===== src/rtl/demux_stream_if.sv =====
// Stream bundle for demux_stream: one producer port and CH consumer ports.
// slave is the demux side, master the producer/consumer side.
interface demux_stream_if #(
    parameter int WIDTH = 8,
    parameter int CH    = 4,
    parameter int SELW  = 2
);
    logic                  in_valid;
    logic                  in_ready;
    logic [WIDTH-1:0]      in_data;
    logic [SELW-1:0]       in_sel;
    logic                  mode;
    logic [CH-1:0]         out_valid;
    logic [CH-1:0]         out_ready;
    logic [CH*WIDTH-1:0]   out_data;
    logic [SELW-1:0]       rr_ptr;
    logic                  sel_err;

    modport slave (
        input  in_valid, in_data, in_sel, mode, out_ready,
        output in_ready, out_valid, out_data, rr_ptr, sel_err
    );

    modport master (
        output in_valid, in_data, in_sel, mode, out_ready,
        input  in_ready, out_valid, out_data, rr_ptr, sel_err
    );
endinterface


===== src/rtl/demux_stream.sv =====
// Registered 1-to-CH stream demux, explicit or round-robin routing,
// with a one-entry holding register per output channel.
module demux_stream #(
    parameter int WIDTH = 8,
    parameter int CH    = 4,
    parameter int SELW  = 2
) (
    input  logic          clk,
    input  logic          rst,
    demux_stream_if.slave bus
);
    typedef enum logic {EMPTY, FULL} st_t;

    st_t              st_q [CH];
    st_t              st_d [CH];
    logic [WIDTH-1:0] data_q [CH];
    logic [SELW-1:0]  rr_q;
    logic [SELW-1:0]  rr_d;
    logic             err_q;

    logic [SELW-1:0]  tgt;
    logic             tgt_ok;
    logic [CH-1:0]    hit;
    logic [CH-1:0]    vld;
    logic [CH-1:0]    load;
    logic             acc;

    always_comb begin
        tgt    = bus.mode ? rr_q : bus.in_sel;
        tgt_ok = 32'(tgt) < CH;
        for (int i = 0; i < CH; i++) begin
            hit[i] = tgt_ok && (tgt == SELW'(i));
            vld[i] = (st_q[i] == FULL);
        end
    end

    // Out-of-range targets are always ready so the word is consumed.
    assign bus.in_ready = !tgt_ok
                        | (|(hit & (~vld | bus.out_ready)));
    assign acc  = bus.in_valid & bus.in_ready;
    assign load = hit & {CH{acc}};

    always_comb begin
        for (int i = 0; i < CH; i++) begin
            st_d[i] = st_q[i];
            unique case (st_q[i])
                EMPTY: if (load[i]) st_d[i] = FULL;
                FULL:  if (bus.out_ready[i] && !load[i])
                           st_d[i] = EMPTY;
                default: st_d[i] = EMPTY;
            endcase
        end
    end

    always_comb begin
        rr_d = rr_q;
        if (acc && bus.mode) begin
            if (32'(rr_q) == CH - 1)
                rr_d = '0;
            else
                rr_d = rr_q + SELW'(1);
        end
    end

    always_ff @(posedge clk) begin
        if (rst) begin
            for (int i = 0; i < CH; i++) begin
                st_q[i]   <= EMPTY;
                data_q[i] <= '0;
            end
            rr_q  <= '0;
            err_q <= 1'b0;
        end else begin
            for (int i = 0; i < CH; i++) begin
                st_q[i] <= st_d[i];
                if (load[i])
                    data_q[i] <= bus.in_data;
            end
            rr_q  <= rr_d;
            err_q <= acc && !tgt_ok;
        end
    end

    always_comb begin
        bus.out_data = '0;
        for (int i = 0; i < CH; i++)
            bus.out_data[i*WIDTH +: WIDTH] = data_q[i];
    end

    assign bus.out_valid = vld;
    assign bus.rr_ptr    = rr_q;
    assign bus.sel_err   = err_q;
endmodule


===== src/flat_wrapper.sv =====
// flat-port wrapper written by rule: the top's interface ports become plain ports
module demux_stream_flat 
#(
    parameter int WIDTH = 8,
    parameter int CH    = 4,
    parameter int SELW  = 2
)
  (clk, rst, bus_in_valid, bus_in_data, bus_in_sel, bus_mode, bus_out_ready, bus_in_ready, bus_out_valid, bus_out_data, bus_rr_ptr, bus_sel_err);
  demux_stream_if #(.WIDTH(WIDTH), .CH(CH), .SELW(SELW)) bus_i ();
  input  logic clk;
  input  logic rst;
  input wire logic [$bits(bus_i.in_valid)-1:0] bus_in_valid;
  input wire logic [$bits(bus_i.in_data)-1:0] bus_in_data;
  input wire logic [$bits(bus_i.in_sel)-1:0] bus_in_sel;
  input wire logic [$bits(bus_i.mode)-1:0] bus_mode;
  input wire logic [$bits(bus_i.out_ready)-1:0] bus_out_ready;
  output wire logic [$bits(bus_i.in_ready)-1:0] bus_in_ready;
  output wire logic [$bits(bus_i.out_valid)-1:0] bus_out_valid;
  output wire logic [$bits(bus_i.out_data)-1:0] bus_out_data;
  output wire logic [$bits(bus_i.rr_ptr)-1:0] bus_rr_ptr;
  output wire logic [$bits(bus_i.sel_err)-1:0] bus_sel_err;
  assign bus_i.in_valid = bus_in_valid;
  assign bus_i.in_data = bus_in_data;
  assign bus_i.in_sel = bus_in_sel;
  assign bus_i.mode = bus_mode;
  assign bus_i.out_ready = bus_out_ready;
  assign bus_in_ready = bus_i.in_ready;
  assign bus_out_valid = bus_i.out_valid;
  assign bus_out_data = bus_i.out_data;
  assign bus_rr_ptr = bus_i.rr_ptr;
  assign bus_sel_err = bus_i.sel_err;
  demux_stream #(.WIDTH(WIDTH), .CH(CH), .SELW(SELW)) u_core (.clk(clk), .rst(rst), .bus(bus_i));
endmodule

===== config.mk =====
export PLATFORM = sky130hd
export DESIGN_NAME = demux_stream_flat
export DESIGN_NICKNAME = d
export VERILOG_FILES = /design/src/rtl/demux_stream_if.sv /design/src/rtl/demux_stream.sv /design/src/flat_wrapper.sv
export SDC_FILE = /design/constraint.sdc
export NUM_CORES = 1
export LEC_CHECK = 0
export BUFFER_PORTS_ARGS = -buffer_cell sky130_fd_sc_hd__buf_2
export CORE_AREA = 2 2 58 60
export CTS_BUF_LIST = sky130_fd_sc_hd__clkbuf_4
export CTS_CLUSTER_DIAMETER = 30
export DETAILED_ROUTE_END_ITERATION = 6
export DIE_AREA = 0 0 60 62
export HOLD_SLACK_MARGIN = 0.15
export PLACE_DENSITY = 0.79
export SLEW_MARGIN = 20
export SYNTH_ARGS = -nofsm -noshare
export SYNTH_HDL_FRONTEND = slang
export SYNTH_SLANG_ARGS = --single-unit

===== constraint.sdc =====
create_clock -name clk -period 4.9 [get_ports clk]
set_clock_uncertainty 0.15 [all_clocks]
set_input_delay 0.98 -clock clk [delete_from_list [all_inputs] [get_ports clk]]
set_output_delay 0.98 -clock clk [all_outputs]
set_load 0.01 [all_outputs]

==> impl_metrics.tcl <==
set metrics [dict create \
    status "completed" \
    regArea_sq_mm 0.00108 \
    grt_pass1_wl_um 4710 \
    drcViolationCount 0 \
    antenna_found_initial 0 \
    synth_mux_area_frac 0.0809 \
    fin_crit_ps 3340 \
    grt_max_degree 17 \
    synth_top_flop_cell "edfxtp_1" \
    p_seq_frac 0.625 \
    cts_tree "yes" \
    post_cts_buffers 0 \
    synth-compound-area-share 0.0126 \
    fin_util 0.617 \
    grt_pass1_vias 1024 \
    start_util 0.501 \
    synth_edf_count 32 \
    initialDrtViolationCount 38 \
    stdcell_area_sq_mm 0.00196 \
    htreeDepth 2 \
    die-area_sq_mm 0.00372 \
    multi_input_area_sq_um 489 \
    synthArstFlopShare 0 \
    cts-root-buf "clkbuf_4" \
    clk_latency_ps 340 \
    hold_path_class "register to register" \
    yosys.area_share.xor_xnor 0 \
    cts_sinks 38 \
    yosys-top-cells-area "edfxtp_1, and2_1, dfxtp_1, nand2b_1, mux4_1" \
    powerDensity_mw_per_mm2 307 \
    combinationalPowerShare 0.121 \
    wl_met3_um 281 \
    routed.top_layer "met4" \
    maxCapViolations 0 \
    fin_nets 187 \
    cp-start-kind "input port" \
    met1_length_um 1160 \
    crit_arrival_ps 2210 \
    drive_gt1_frac 0.408 \
    fp.dieH_um 62 \
    end_kind "output pin" \
    netlist_instances 108 \
    antenna_left 0 \
    min_period_over_period 0.682 \
    synth.distinct_cells 21 \
    yosysTopAreaCell "edfxtp_1" \
    power_frac_clock 0.254 \
    setup_violations 0 \
    synthSimpleGateAreaFrac 0.203 \
    rsz0062_at_grt "false" \
    vias 1066 \
    rows 21 \
    fp.dieW_um 60 \
    yosysSeqAreaShare 0.679 \
    synth-adder-area-share 0.00786 \
    netlist_area_sq_mm 0.00159 \
    firstDrtPassIters 4 \
    synth_top_family_by_area "simple AND/OR/NAND/NOR gates" \
    hpwlAfterDp_um 2300 \
    drt-total-wl_um 3100 \
    dr_wl_met2_um 1580 \
    coreArea_sq_mm 0.00318 \
    postCtsHoldBufs 0 \
    synth_top_area_share 0.603 \
    detail_route.wl_per_cell_um 14.4 \
    intPower_uw 454 \
    grt-ovfl-total 0 \
    critical_path_required_ps 3770 \
    yosysWarnings 0 \
    path_class "input port to output pin" \
    clockBufferDepth 2 \
    io_pins 58 \
    power.switching_uw 149 \
    hold_viol 0 \
    area_delta_synth_final_pct 23.2 \
    viasPerCell 4.96 \
    syn-num-nets 127 \
    critPathMaxFanout 5 \
    nFillCells 254 \
    switching_share 0.246 \
    portBuffers 56 \
    ir_drop_mv 0.110 \
    finalSetupTns_ps 0 \
    final_max_slew_viol_count 0 \
    cts_buffers 5 \
    ys_ff_latch 38 \
    groute.usage.overall 0.185 \
    fmax_ghz 0.299 \
    cts_resized 0 \
    p_leak_uw 0.000861 \
    cts.clk_slew.worst_paths_ps 110 \
    post_synth.cell_area_avg_sq_um 14.7 \
    post_dp_cell_area_sq_mm 0.00191 \
    diodes 0 \
    gp_congestion 0.779 \
]
-- cell usage in the layout, fill, tap and decap left out, types with 2 or more instances in the layout --
| cell | Yosys | final |
|---|---|---|
| a21oi_1 | 4 | 4 |
| and2_1 | 32 | 32 |
| buf_2 | 0 | 56 |
| clkbuf_4 | 0 | 5 |
| dfxtp_1 | 6 | 6 |
| edfxtp_1 | 32 | 32 |
| mux2_2 | 2 | 2 |
| mux2i_1 | 2 | 2 |
| nand2b_1 | 10 | 10 |
| nand4_1 | 4 | 4 |
| nor2_1 | 4 | 4 |
-- worst paths after layout --
path | end | slack, ps | start | cells past startpoint
setup / recovery | bus_in_ready | 1560 | bus_mode | 4
hold / removal | u_core.st_q[0][2]$_SDFF_PP0_ | 420 | u_core.st_q[0][2]$_SDFF_PP0_ | 2
setup reg to reg | u_core.bus.rr_ptr[0]$_SDFFE_PP0P_ | 3060 | u_core.bus.rr_ptr[0]$_SDFFE_PP0P_ | 4
hold reg to reg | u_core.st_q[0][2]$_SDFF_PP0_ | 420 | u_core.st_q[0][2]$_SDFF_PP0_ | 2
-- cell families (layout without fill, tap and decap cells) --
kind of cell               Yosys count  count (layout)
other                                1               1
muxes                                8               8
DFF                                 38              38
and+or+nand+nor                     53              53
buffers and inverters                3              64
AOI/OAI and AO/OA                    4               4
adders and majority gates            1               1
-- power groups by stage --
stage                     logic (uW)  clock network (uW)  registers (uW)
after global placement          70.5                   0             384
after floorplan                 28.8                   0             395
final                           73.0                 153             377
after CTS                       73.7                 157             377
after detailed placement        73.5                   0             384
after global routing            80.2                 172             379
-- worst max-delay path, cell delays in order --
cell and delay (ps):
buf_2 180, mux2i_4 310, mux4_1 590, buf_2 160
-- synthesized netlist by cell type (2+ instances only) --
master and count:
edfxtp_1 32, and2_1 32, nor2_1 4, a21oi_1 4, nand4_1 4, mux2_2 2
dfxtp_1 6, nand2b_1 10, mux2i_1 2
-- cell type report --
| type | count | share of cell area |
|---|---|---|
| Sequential cell | 38 | 0.551 |
| Tap cell | 46 | 0.0293 |
| Timing Repair Buffer | 56 | 0.143 |
| Clock inverter | 3 | 0.00829 |
| Clock buffer | 5 | 0.0191 |
| Multi-Input combinational cell | 67 | 0.249 |
-- state kept, by name, summed over array words and instances, names as in the netlist --
register and cells:
u_core.data_q 32, u_core.st_q 4, u_core.bus.rr_ptr 2
-- routing by layer --
metal	global-route usage	vias to the layer above
met5	0	-
met4	0.0889	0
met3	0.0725	9
met2	0.323	56
met1	0.197	501
li1	-	500
-- per-stage QoR --
step | cells | worst slack [ps] | power (uW) | hold slack, ps
floorplan | 108 | 1800 | 424 | 397
global placement | 207 | 1600 | 454 | 383
detailed placement | 207 | 1580 | 458 | 398
CTS | 215 | 1560 | 608 | 413
global route | 215 | 1510 | 632 | 461
finish | 215 | 1560 | 603 | 418
Note: power is estimated with default switching activity, not from simulation.
